File: config.mk
export PLATFORM = sky130hd
export DESIGN_NAME = bcd_scheduler
export DESIGN_NICKNAME = d
export VERILOG_FILES = /design/src/rtl/bcd_pkg.sv /design/src/rtl/rr_arbiter.sv /design/src/rtl/bcd_scheduler.sv
export SDC_FILE = /design/constraint.sdc
export NUM_CORES = 1
export LEC_CHECK = 0
export CAP_MARGIN = 20
export CORE_MARGIN = 1.5
export CORE_UTILIZATION = 29
export DETAILED_ROUTE_END_ITERATION = 7
export GPL_TIMING_DRIVEN = 0
export MAX_ROUTING_LAYER = met4
export PLACE_DENSITY = 0.6
export SYNTH_ARGS = -nofsm -noshare
export SYNTH_HDL_FRONTEND = slang
export SYNTH_HIERARCHICAL = 1
export SYNTH_SLANG_ARGS = --single-unit
File: constraint.sdc
create_clock -name clk -period 3.1 [get_ports clk]
set_input_delay 0.62 -clock clk [delete_from_list [all_inputs] [get_ports clk]]
set_output_delay 0.62 -clock clk [all_outputs]
set_load 0.02 [all_outputs]
File: src/rtl/bcd_pkg.sv
// bcd_pkg: shared types and widths for the bcd converter scheduler.
package bcd_pkg;
  localparam int DIGIT_W = 4;
  localparam int BIN_W = 8;
  typedef enum logic [2:0] {IDLE, LOAD, DISCARD, CAPTURE, RESP} state_t;
endpackage

File: src/rtl/rr_arbiter.sv
// rr_arbiter: picks the first set request at or above ptr, wrapping around.
module rr_arbiter #(
  parameter int N = 4,
  parameter int IW = $clog2(N)
) (
  input  logic [N-1:0]  req,
  input  logic [IW-1:0] ptr,
  output logic [N-1:0]  gnt,
  output logic [IW-1:0] idx,
  output logic          any
);
  // Scan from farthest to nearest so the nearest set bit is written last.
  always_comb begin
    gnt = '0;
    idx = '0;
    for (int k = N - 1; k >= 0; k--) begin
      if (req[(int'(ptr) + k) % N]) begin
        gnt = N'(1) << ((int'(ptr) + k) % N);
        idx = IW'((int'(ptr) + k) % N);
      end
    end
  end
  assign any = |req;
endmodule

File: src/rtl/bcd_scheduler.sv
// bcd_scheduler: round-robin sharing of one bcd converter, discarding the
// first ready edge after load so only results computed on stable input return.
module bcd_scheduler import bcd_pkg::*; #(
  parameter int NUM_REQ = 4,
  parameter int TIMEOUT = 255
) (
  input  logic                       clk,
  input  logic                       rst,
  input  logic [NUM_REQ-1:0]         req,
  input  logic [BIN_W*NUM_REQ-1:0]   req_data,
  output logic [NUM_REQ-1:0]         grant,
  output logic                       resp_valid,
  output logic [$clog2(NUM_REQ)-1:0] resp_id,
  output logic                       resp_sign,
  output logic [DIGIT_W-1:0]         resp_hundreds,
  output logic [DIGIT_W-1:0]         resp_tens,
  output logic [DIGIT_W-1:0]         resp_ones,
  output logic                       resp_err,
  output logic                       busy,
  output logic [BIN_W-1:0]           conv_binary,
  input  logic                       conv_sign,
  input  logic [DIGIT_W-1:0]         conv_hundreds,
  input  logic [DIGIT_W-1:0]         conv_tens,
  input  logic [DIGIT_W-1:0]         conv_ones,
  input  logic                       conv_data_ready
);
  localparam int IW = $clog2(NUM_REQ);
  state_t state, state_n;
  logic [IW-1:0] ptr, id, arb_idx;
  logic [NUM_REQ-1:0] arb_gnt;
  logic arb_any, rdy_d, rise, waiting, expire, take;
  logic [15:0] cnt;
  rr_arbiter #(.N(NUM_REQ), .IW(IW)) u_arb (
    .req(req),
    .ptr(ptr),
    .gnt(arb_gnt),
    .idx(arb_idx),
    .any(arb_any)
  );
  assign rise = conv_data_ready & ~rdy_d;
  assign waiting = state == DISCARD || state == CAPTURE;
  assign expire = waiting && cnt == 16'(TIMEOUT - 1);
  assign take = state == IDLE && arb_any;
  assign busy = state != IDLE;
  always_ff @(posedge clk or posedge rst)
    if (rst) state <= IDLE;
    else state <= state_n;
  // A timeout overrides any ready edge seen in the same cycle.
  always_comb begin
    state_n = state;
    case (state)
      IDLE:    state_n = arb_any ? LOAD : IDLE;
      LOAD:    state_n = DISCARD;
      DISCARD: state_n = expire ? RESP : rise ? CAPTURE : DISCARD;
      CAPTURE: state_n = (expire || rise) ? RESP : CAPTURE;
      default: state_n = IDLE;
    endcase
  end
  always_ff @(posedge clk or posedge rst) begin
    if (rst) begin
      grant <= '0;
      resp_valid <= 1'b0;
      resp_id <= '0;
      resp_sign <= 1'b0;
      resp_hundreds <= '0;
      resp_tens <= '0;
      resp_ones <= '0;
      resp_err <= 1'b0;
      conv_binary <= '0;
      ptr <= '0;
      id <= '0;
      rdy_d <= 1'b0;
      cnt <= '0;
    end else begin
      rdy_d <= conv_data_ready;
      grant <= take ? arb_gnt : '0;
      resp_valid <= waiting && state_n == RESP;
      cnt <= state == LOAD ? '0 : waiting ? cnt + 16'd1 : cnt;
      if (take) begin
        id <= arb_idx;
        conv_binary <= req_data[BIN_W*arb_idx +: BIN_W];
      end
      if (waiting && state_n == RESP) begin
        resp_id <= id;
        resp_err <= expire;
        resp_sign <= conv_sign & ~expire;
        resp_hundreds <= expire ? '0 : conv_hundreds;
        resp_tens <= expire ? '0 : conv_tens;
        resp_ones <= expire ? '0 : conv_ones;
      end
      if (state == RESP) ptr <= id == IW'(NUM_REQ - 1) ? '0 : id + 1'b1;
    end
  end
endmodule

-- Yosys cells after proc, flatten, opt, wreduce, memory -nomap -nowiden
Cells that the tools add are included.
- add/sub/neg operators: 5
- $lt $le $gt $ge: 4
- eq/ne operators: 7
- shifts and indexed selects: 5
- mux-type cells: 31
- bitwise operators: 7
- reduce and logical (&&, ||, !) cells: 12
- operator list (cell ; number):
    left shift 1 x 32 -> 4 bit (first input constant) ; 3
    two-way mux 16 bit ; 2
    two-way mux 4 bit ; 8
    variable part select 32 x 6 -> 8 bit ; 1
    adder 16 x 1 -> 16 bit (second input constant) ; 1
    == test 16 x 8 -> 1 bit (second input constant) ; 1
    < comparator 3 x 4 -> 1 bit (second input constant) ; 3
    one-hot mux 3 bit (4 select lines) ; 1
    two-way mux 2 bit ; 5
    two-way mux 1 bit ; 9
    binary-select mux 1 bit (select 2 bit) ; 4
    == test 3 x 2 -> 1 bit (second input constant) ; 2
    == test 3 bit (second input constant) ; 2
    two-way mux 3 bit ; 2
    OR reduction 2 bit ; 3
    adder 2 x 1 -> 2 bit (second input constant) ; 2
    adder 2 bit (second input constant) ; 2
    OR reduction 4 bit ; 1
    left shift 1 x 2 -> 4 bit (first input constant) ; 1
    AND 1 bit (first input constant) ; 3
    == test 3 x 1 -> 1 bit (second input constant) ; 1
    logical AND 1 bit ; 3
    logical NOT 3 bit ; 1
    < comparator 2 x 3 -> 1 bit (second input constant) ; 1
    6 further kinds ; 9
- flip-flop bits (word level): 53
- input port bits: 52
- output and inout bits: 30
- word-level logic and storage cells: 85

-- Logic depth before layout (Yosys ltp)
Gate-level depths: netlist of the first run.
- depth in word-level cells: 11
- depth in mapped cells: 11
- gate-level depth less buffers: 8

-- Hierarchy
Netlist of the first run, hierarchy kept.
- by module, submodules not included (module ; times used ; cells each ; area each (µm²) ; sequential area each (µm²)):
    bcd_scheduler ; 1 ; 203 ; 2497.4 ; 1326.3
    rr_arbiter ; 1 ; 62 ; 498.0 ; 0.0

-- Worst setup path after synthesis of the first run
No wires, ideal clock.
- kind: reg-to-reg
- from: reg ptr[1]
- to: reg conv_binary[4]
- library setup time: 0.125 ns
- arrival time: 2.970 ns
- required time: 2.975 ns
- slack: 0.005 ns
- cell stages (with the launch flop): 10
- path buffers: 2
- clock period less this slack: 3.095 ns
- cells stage by stage: dfrtp_1 -> inv_1 -> ha_1 -> clkbuf_2 -> mux2_2 -> o21ai_0 -> o2bb2ai_1 -> clkbuf_1 -> mux4_2 -> mux2_2
- word-level cells in the longest chain between the ends: 9
- elaborated cells on any way between the ends: 19
- those cells by class: add/sub: 3; shift: 1; mux: 15
- RTL lines (what ; RTL line ; text):
    from (decl) ; bcd_scheduler.sv:29 ; logic [IW-1:0] ptr, id, arb_idx;
    from (signal assigned) ; bcd_scheduler.sv:91 ; if (state == RESP) ptr <= id == IW'(NUM_REQ - 1) ? '0 : id + 1'b1;
    adder 2 bit ; rr_arbiter.sv:17 ; if (req[(int'(ptr) + k) % N]) begin
    binary-select mux 1 bit (select 2 bit) ; rr_arbiter.sv:17 ;
    two-way mux 1 bit (implied by the code) (2 in a row) ; rr_arbiter.sv:17 ;
    two-way mux 2 bit (3 in a row) ; rr_arbiter.sv:17 ;
    two-way mux 2 bit (*) ; rr_arbiter.sv:17 ;
    net arb_idx[0] ; bcd_scheduler.sv:29 ;
    variable part select 32 x 6 -> 8 bit (*) ; bcd_scheduler.sv:81 ; conv_binary <= req_data[BIN_W*arb_idx +: BIN_W];
    to (signal assigned) ; bcd_scheduler.sv:81 ;
    to (decl) ; bcd_scheduler.sv:20 ; output logic [BIN_W-1:0] conv_binary,
Mark *: on every way through the listed nets, which the timed path passes. The rest lies on a longest branch. The select of a mux whose other input is x is not followed.
A chain may end at the register's enable or synchronous reset.

-- Worst setup path in the final report of the first run
- from: in req[3]
- to: reg conv_binary[6]
- word-level cells in the longest chain between the ends: 8
- elaborated cells on any way between the ends: 18
- those cells by class: shift: 1; mux: 15; reduce/logical: 2
- RTL lines (what ; RTL line ; text):
    from (decl) ; bcd_scheduler.sv:9 ; input logic [NUM_REQ-1:0] req,
    binary-select mux 1 bit (select 2 bit) ; rr_arbiter.sv:17 ;
    two-way mux 1 bit (implied by the code) (2 in a row) ; rr_arbiter.sv:17 ;
    two-way mux 2 bit (3 in a row) ; rr_arbiter.sv:17 ;
    two-way mux 2 bit (*) ; rr_arbiter.sv:17 ;
    net arb_idx[0] ; bcd_scheduler.sv:29 ;
    variable part select 32 x 6 -> 8 bit (*) ; bcd_scheduler.sv:81 ;
Marks and branches as above.

==> metrics.txt, run 1 <==
# TYPE chip_impl_metric gauge
chip_impl_metric{name="synth_sequential_area_ratio",unit=""} 0.443
chip_impl_metric{name="place_congestion",unit=""} 0.794
chip_impl_metric{name="ys_ff_latch",unit=""} 53
chip_impl_metric{name="cp_slowest_stage_delay",unit="ns"} 0.61
chip_impl_metric{name="synthesis.instances",unit=""} 265
chip_impl_metric{name="port-buffer-count",unit=""} 81
chip_impl_metric{name="route.vias.total",unit=""} 2391
chip_impl_metric{name="timing.critical_path.required",unit="ns"} 3.30
chip_impl_metric{name="register_area",unit="mm²"} 0.00133
chip_impl_info{name="synth-main-ff-cell",value="dfrtp_1"} 1
chip_impl_metric{name="relSlewSlack",unit=""} 0.565
chip_impl_info{name="critPathCaptureType",value="register"} 1
chip_impl_metric{name="critical_path.max_fanout",unit=""} 9
chip_impl_info{name="timing.critical_path.slowest_stage_cell",value="mux4_1"} 1
chip_impl_metric{name="core_area",unit="mm²"} 0.00991
chip_impl_metric{name="totalWireLength",unit="mm"} 6.74
chip_impl_metric{name="syn_avg_cell_area",unit="µm²"} 11.3
chip_impl_metric{name="cp_data_arrival_time",unit="ns"} 3.15
chip_impl_metric{name="final_slew_violations",unit=""} 0
chip_impl_metric{name="final.setup.worst_slack",unit="ns"} 0.151
chip_impl_metric{name="detail_route.wl_per_cell",unit="µm"} 13.7
chip_impl_metric{name="netlist_area",unit="mm²"} 0.00300
chip_impl_metric{name="buffers_plus_inverters_on_the_worst_setup_path",unit=""} 2
chip_impl_metric{name="netlist-cell-type-count",unit=""} 56
chip_impl_metric{name="synth-async-reset-ratio",unit=""} 1.00
chip_impl_info{name="rr_endpoint",value="conv_binary[6]"} 1
chip_impl_info{name="cts_root_buffer",value="clkbuf_8"} 1
chip_impl_metric{name="num-nets-final",unit=""} 420
chip_impl_metric{name="setup_viol_count_final",unit=""} 0
chip_impl_metric{name="drt_pre_antenna_iters",unit=""} 4
chip_impl_metric{name="die-height",unit="µm"} 105
chip_impl_metric{name="clock_latency",unit="ns"} 0.31
chip_impl_metric{name="rows",unit=""} 36
chip_impl_metric{name="post-place-ws",unit="ns"} -0.794
chip_impl_metric{name="grt_antenna_before_repair",unit=""} 0
chip_impl_metric{name="filler_cell_count",unit=""} 997
chip_impl_metric{name="n_antenna_cell",unit=""} 0
chip_impl_metric{name="p_per_area",unit="mW/mm²"} 822
chip_impl_metric{name="h-tree-depth",unit=""} 2
chip_impl_metric{name="stdcell_count",unit=""} 491
chip_impl_metric{name="final_antenna_net_count",unit=""} 0
chip_impl_info{name="worst_setup_path_endpoint",value="conv_binary[6]"} 1
chip_impl_metric{name="drc_errors",unit=""} 0
chip_impl_metric{name="syn_nets",unit=""} 328
chip_impl_metric{name="grt.total_usage",unit=""} 0.133
chip_impl_metric{name="setup-tns-final",unit="ns"} 0
chip_impl_info{name="path_delay_family",value="multiplexers"} 1
chip_impl_metric{name="vdd.ir_drop.worst",unit="mV"} 0.384
chip_impl_metric{name="reg2reg_slack",unit="ns"} 0.19
chip_impl_info{name="crit_chain",value="clkdlybuf4s50_1 > mux4_1 > nand2_1 > nand3_1 > o2bb2ai_1 > buf_6 > mux4_2 > mux2_2"} 1
chip_impl_metric{name="skew",unit="ns"} 0.0158
chip_impl_metric{name="ctsHoldBuffers",unit=""} 0
chip_impl_metric{name="wire_length_of_the_first_global_routing_pass",unit="mm"} 11.7
chip_impl_metric{name="synth_edf_count",unit=""} 0
chip_impl_metric{name="first_global_vias",unit=""} 2415
chip_impl_metric{name="area_delta_synth_final",unit="%"} 38.0
chip_impl_info{name="tritoncts",value="built"} 1
chip_impl_metric{name="timing.fmax",unit="GHz"} 0.339
chip_impl_metric{name="initial_core_util",unit=""} 0.302
chip_impl_metric{name="drt_iter0_markers",unit=""} 70
chip_impl_metric{name="timing.max_cap.violations",unit=""} 0
chip_impl_metric{name="cts_sinks",unit=""} 53
chip_impl_metric{name="dpl.cell_count",unit=""} 480
chip_impl_metric{name="ctsLongestPathBuffers",unit=""} 2
chip_impl_metric{name="path_depth",unit=""} 8
chip_impl_info{name="run_status",value="complete, no violations"} 1
chip_impl_metric{name="worst_slew_pin_slew",unit="ns"} 0.650
chip_impl_metric{name="final_layout_size_suffix_gt1_frac",unit=""} 0.179
chip_impl_metric{name="fp.dieW",unit="µm"} 105
chip_impl_metric{name="final_min_period_over_clock_period",unit=""} 0.951
chip_impl_info{name="timing.hold.worst.class",value="register to register"} 1
chip_impl_metric{name="reg2reg_depth",unit=""} 10
chip_impl_metric{name="cts.clk_slew.worst_paths",unit="ns"} 0.10
chip_impl_metric{name="yosys_warnings",unit=""} 6
chip_impl_metric{name="multi_input_comb_area",unit="mm²"} 0.00158
chip_impl_info{name="startpoint_type",value="primary input"} 1
chip_impl_info{name="rr_startpoint",value="ptr[0]"} 1
chip_impl_info{name="timing_worst_setup_path_type",value="primary input to register"} 1
chip_impl_metric{name="finalHoldViolations",unit=""} 0
chip_impl_metric{name="viasPerCell",unit=""} 4.87
chip_impl_metric{name="place.detailed.hpwl",unit="mm"} 4.99
chip_impl_metric{name="leakage",unit="nW"} 1.73
chip_impl_metric{name="final_period_minus_worst_setup_slack",unit="ns"} 2.95
chip_impl_info{name="crit_start",value="req[3]"} 1
chip_impl_metric{name="num_io_pins",unit=""} 82
chip_impl_metric{name="cts_made_buffers",unit=""} 5
chip_impl_metric{name="die-area",unit="mm²"} 0.0109
chip_impl_metric{name="grt_max_degree",unit=""} 38
chip_impl_metric{name="globalRoute.totalOverflow",unit=""} 0
-- synth_stat cells (all sizes together), types with 3 or more instances --
cell type,n,area [µm²]
nand4,10,62.6
mux2,18,203
a21oi,6,30.0
o211ai,4,30.0
nand3,9,45.0
o21ai,6,30.0
nor4,3,18.8
mux4,10,229
a22oi,3,22.5
xor2,5,43.8
nor2,17,66.3
a31oi,5,31.3
buf,9,52.6
o31ai,3,22.5
or4,3,22.5
inv,10,37.5
or3,4,25.0
a22o,15,131
ha,11,138
dfrtp,53,1330
nor2b,3,18.8
nand2,14,52.6
mux2i,3,30.0
and2,6,37.5
-- cell families (layout without fill, tap and decap cells) --
logic type / count (synthesis) / after routing / synth area share
muxes: 31 / 31 / 0.154
AOI/OAI and AO/OA: 52 / 52 / 0.128
DFF: 53 / 53 / 0.443
and+or+nand+nor: 90 / 90 / 0.176
buffers and inverters: 21 / 114 / 0.0330
adders and majority gates: 11 / 11 / 0.0459
xor gates and xnor gates: 7 / 7 / 0.0205
-- worst reg2reg max path, delay by kind of cell (launching register included) --
family / cells / cell delay [ns]
compound gates: 2 / 0.33
fa+ha+maj: 1 / 0.28
buf+inv: 4 / 0.64
flops: 1 / 0.42
mux: 3 / 1.14
-- layout make-up --
type | instances | share of cell area
inverters | 10 | 0.00908
well taps | 133 | 0.0403
repair buffers | 85 | 0.206
flip-flops and latches | 53 | 0.322
plain buffers | 11 | 0.0167
multi-input cells | 191 | 0.383
clock buffers | 5 | 0.0167
clock inverters | 3 | 0.00636
-- how the worst min path moves through the flow --
| stage | from | to | slack (ns) | cells past startpoint |
|---|---|---|---|---|
| after global routing | resp_hundreds[0] | resp_hundreds[0] | 0.53 | 1 |
| after global placement | resp_err | resp_err | 0.47 | 2 |
| after detailed placement | resp_err | resp_err | 0.47 | 2 |
| final | resp_err | resp_err | 0.50 | 2 |
| after CTS | resp_err | resp_err | 0.50 | 2 |
| after floorplan | id[0] | ptr[0] | 0.47 | 1 |
-- state kept, by name, summed over array words and instances (netlist names), 2 cells and up --
name,flops
resp_id,2
id,2
resp_tens,4
conv_binary,8
grant,4
state,3
cnt,16
resp_hundreds,4
ptr,2
resp_ones,4
-- what timing repair did --
action	in CTS	in global routing
cloned	0	0
setup buffers	0	3
endpoints found under the setup margin	8	8
resized for setup	4	5
-- metrics by stage --
stage                     total power [mW]  cell area (µm²)  hold WS, ns   util
final                                 3.40             4130        0.498  0.417
after global routing                  3.67             4130        0.529  0.417
after CTS                             3.39             4100        0.500  0.413
after detailed placement              2.95             3990        0.472  0.403
after global placement                2.92             3970        0.472  0.401
after floorplan                       2.29             3000        0.470      -
-- layer usage --
layer  part of all wire  track usage
met5                  0            -
met4             0.0034       0.0294
met2               0.48        0.211
met3              0.049       0.0312
met1               0.47        0.174
-- placed cells by master (no fill, tap or decap), types with 3 or more instances in the layout --
cell type / synthesis / routed
inv_1: 10 / 9
a22o_1: 15 / 15
or4_1: 3 / 3
xor2_1: 5 / 5
nor2b_1: 3 / 3
mux4_2: 9 / 9
or3_1: 4 / 4
nand3_1: 9 / 9
clkdlybuf4s50_1: 0 / 81
and2_1: 6 / 6
mux2_2: 16 / 16
buf_2: 6 / 7
a21oi_1: 6 / 6
nor2_1: 16 / 16
nand2_1: 14 / 14
clkbuf_8: 0 / 5
o21ai_0: 6 / 6
o211ai_1: 4 / 4
dfrtp_1: 53 / 51
o31ai_1: 3 / 3
a22oi_1: 3 / 3
nand4_1: 10 / 10
a31oi_1: 5 / 5
nor4_1: 3 / 3
buf_4: 1 / 4
ha_1: 11 / 11
-- power by group --
group	leakage (nW)	internal (mW)	switching [mW]	total [mW]
sequential	0.678	0.921	0.153	1.07
combinational	1.01	1.00	0.912	1.92
clock	0.0423	0.165	0.243	0.408
total	1.73	2.09	1.31	3.40
Note: power is estimated with default switching activity, not from simulation.
==> run 2: changes to the inputs <==
- CORE_UTILIZATION: 29 -> 44
- PLACE_DENSITY: 0.6 -> 0.82
==> run 2 against run 1 <==
Critical path depth increased by 2. Clock-buffer cell count unchanged. Largest power group unchanged. Worst setup slack got worse by 0.046 ns. Sequential share of layout area increased by 0.25 points. First-iteration DRC count increased by 140%.
==> metrics.txt, run 2 (synthesis results as in run 1) <==
# TYPE chip_impl_metric gauge
chip_impl_info{name="run_status",value="complete, no violations"} 1
chip_impl_metric{name="cts_sinks",unit=""} 53
chip_impl_metric{name="final_layout_size_suffix_gt1_frac",unit=""} 0.193
chip_impl_info{name="cts_root_buffer",value="clkbuf_8"} 1
chip_impl_metric{name="cts_made_buffers",unit=""} 5
chip_impl_metric{name="route.vias.total",unit=""} 2462
chip_impl_info{name="timing.critical_path.slowest_stage_cell",value="mux4_2"} 1
chip_impl_metric{name="area_delta_synth_final",unit="%"} 36.9
chip_impl_metric{name="relSlewSlack",unit=""} 0.580
chip_impl_metric{name="grtUsageMet3",unit=""} 0.0462
chip_impl_metric{name="cp_slowest_stage_delay",unit="ns"} 0.49
chip_impl_info{name="critical-path-top-cell-by-count",value="mux2_2"} 1
chip_impl_metric{name="final_slew_violations",unit=""} 0
chip_impl_metric{name="timing.max_cap.violations",unit=""} 0
chip_impl_metric{name="ctsLongestPathBuffers",unit=""} 2
chip_impl_metric{name="rows",unit=""} 29
chip_impl_metric{name="final.setup.worst_slack",unit="ns"} 0.106
chip_impl_metric{name="first_global_vias",unit=""} 2482
chip_impl_metric{name="filler_cell_count",unit=""} 491
chip_impl_metric{name="groute.layer.met1.usage",unit=""} 0.254
chip_impl_metric{name="totalWireLength",unit="mm"} 6.78
chip_impl_info{name="largest_register",value="cnt"} 1
chip_impl_metric{name="num_io_pins",unit=""} 82
chip_impl_info{name="timing.hold.worst.class",value="register to register"} 1
chip_impl_metric{name="core_area",unit="mm²"} 0.00646
chip_impl_metric{name="n_antenna_cell",unit=""} 0
chip_impl_info{name="top_regs",value="cnt x16, conv_binary x8"} 1
chip_impl_metric{name="final_period_minus_worst_setup_slack",unit="ns"} 2.99
chip_impl_metric{name="die-area",unit="mm²"} 0.00731
chip_impl_metric{name="port-buffer-count",unit=""} 81
chip_impl_info{name="critPathCaptureType",value="register"} 1
chip_impl_metric{name="utilization_of_the_core_after_routing",unit=""} 0.635
chip_impl_metric{name="timing.critical_path.required",unit="ns"} 3.31
chip_impl_metric{name="grt_max_degree",unit=""} 37
chip_impl_info{name="crit_chain",value="buf_6 > inv_1 > ha_1 > clkbuf_2 > mux2_2 > o21ai_0 > o2bb2ai_2 > clkbuf_4 > mux4_2 > mux2_2"} 1
chip_impl_metric{name="place_congestion",unit=""} 0.868
chip_impl_metric{name="largest_register_ff_count",unit=""} 16
chip_impl_metric{name="grt.total_usage",unit=""} 0.201
chip_impl_metric{name="drt_pre_antenna_iters",unit=""} 4
chip_impl_metric{name="fp.dieW",unit="µm"} 85.5
chip_impl_info{name="final_common_cell",value="clkdlybuf4s50_1"} 1
chip_impl_metric{name="clock_latency",unit="ns"} 0.32
chip_impl_metric{name="detail_route.wl_per_cell",unit="µm"} 15.4
chip_impl_metric{name="cts.clk_slew.worst_paths",unit="ns"} 0.10
chip_impl_metric{name="num-nets-final",unit=""} 424
chip_impl_metric{name="final_antenna_net_count",unit=""} 0
chip_impl_info{name="startpoint_type",value="register"} 1
chip_impl_metric{name="met2_usage",unit=""} 0.330
chip_impl_metric{name="grt_antenna_before_repair",unit=""} 0
chip_impl_metric{name="initial_core_util",unit=""} 0.464
chip_impl_metric{name="buffers_plus_inverters_on_the_worst_setup_path",unit=""} 4
chip_impl_info{name="tritoncts",value="built"} 1
chip_impl_metric{name="globalRoute.totalOverflow",unit=""} 0
chip_impl_metric{name="timing.fmax",unit="GHz"} 0.334
chip_impl_metric{name="worst_slew_pin_slew",unit="ns"} 0.628
chip_impl_metric{name="final_min_period_over_clock_period",unit=""} 0.966
chip_impl_metric{name="critical_path.max_fanout",unit=""} 9
chip_impl_metric{name="finalHoldViolations",unit=""} 0
chip_impl_metric{name="post-place-ws",unit="ns"} -0.791
chip_impl_info{name="path_delay_family",value="multiplexers"} 1
chip_impl_metric{name="die-height",unit="µm"} 85.5
chip_impl_metric{name="h-tree-depth",unit=""} 2
chip_impl_metric{name="setup-tns-final",unit="ns"} 0
chip_impl_metric{name="leakage",unit="nW"} 1.75
chip_impl_metric{name="wire_length_of_the_first_global_routing_pass",unit="mm"} 11.5
chip_impl_metric{name="p_per_area",unit="mW/mm²"} 846
chip_impl_metric{name="drc_errors",unit=""} 0
chip_impl_metric{name="viasPerCell",unit=""} 5.61
chip_impl_metric{name="vdd.ir_drop.worst",unit="mV"} 0.562
chip_impl_metric{name="skew",unit="ns"} 0.0121
chip_impl_metric{name="place.detailed.hpwl",unit="mm"} 5.05
chip_impl_info{name="grt.busiest_layer",value="met2"} 1
chip_impl_metric{name="setup_viol_count_final",unit=""} 0
chip_impl_info{name="commonest_cells_after_routing_fill_and_taps_aside",value="clkdlybuf4s50_1 (81), dfrtp_1 (51), nor2_1 (16), mux2_2 (16), a22o_1 (15)"} 1
chip_impl_info{name="timing_worst_setup_path_type",value="register to register"} 1
chip_impl_metric{name="cp_data_arrival_time",unit="ns"} 3.20
chip_impl_metric{name="drt_iter0_markers",unit=""} 169
-- run 2: metrics by stage --
step	power, mW	instances	hold WS [ns]	instance area, µm²
2_1_floorplan	2.29	265	0.470	3000
3_3_place_gp	2.88	423	0.465	3900
3_5_place_dp	2.95	424	0.478	3920
4_1_cts	3.39	432	0.502	4030
5_1_grt	3.72	439	0.533	4100
6_report	3.47	439	0.491	4100
-- run 2: area by class of cell --
type | instances | area (µm²) | area share
sequential | 53 | 1330 | 0.324
tap | 77 | 96.3 | 0.0235
inverter | 10 | 41.3 | 0.0101
clock buffer | 5 | 68.8 | 0.0168
timing repair buffer | 89 | 883 | 0.215
clock inverter | 3 | 25.0 | 0.00610
buffer | 11 | 68.8 | 0.0168
multi-input combinational | 191 | 1590 | 0.387
-- run 2: tightest hold or removal path, cell delays in order, from the launching register on --
cell	delay (ns)
dfrtp_1	0.36
nand2_1	0.05
nand2_1	0.06
-- run 2: repair_timing --
item / in CTS / in global routing
gates resized for setup: 5 / 6
setup endpoints to repair: 8 / 8
pin swaps: 0 / 0
hold buffers: 0 / 0
buffers inserted: 0 / 6
gates cloned: 0 / 1
-- run 2: metal layers --
metal | vias to the layer above | wire (µm)
met4 | 0 | 67
met2 | 69 | 3400
met1 | 1193 | 2920
li1 | 1194 | -
met5 | - | 0
met3 | 6 | 389
-- run 2: power breakdown --
part / switching, mW / total [mW] / internal [mW]
combinational: 0.942 / 1.98 / 1.04
clock: 0.243 / 0.407 / 0.163
sequential: 0.161 / 1.08 / 0.921
-- run 2: worst paths after layout --
path / start / endpoint / slack (ns) / depth (start not counted)
setup / recovery: ptr[0] / conv_binary[4] / 0.11 / 10
hold / removal: resp_err / resp_err / 0.49 / 2
setup reg to reg: ptr[0] / conv_binary[4] / 0.11 / 10
hold reg to reg: resp_err / resp_err / 0.49 / 2
max in group asynchronous: rst / ptr[0] / 1.96 / 3
min in group asynchronous: rst / resp_tens[1] / 0.59 / 2
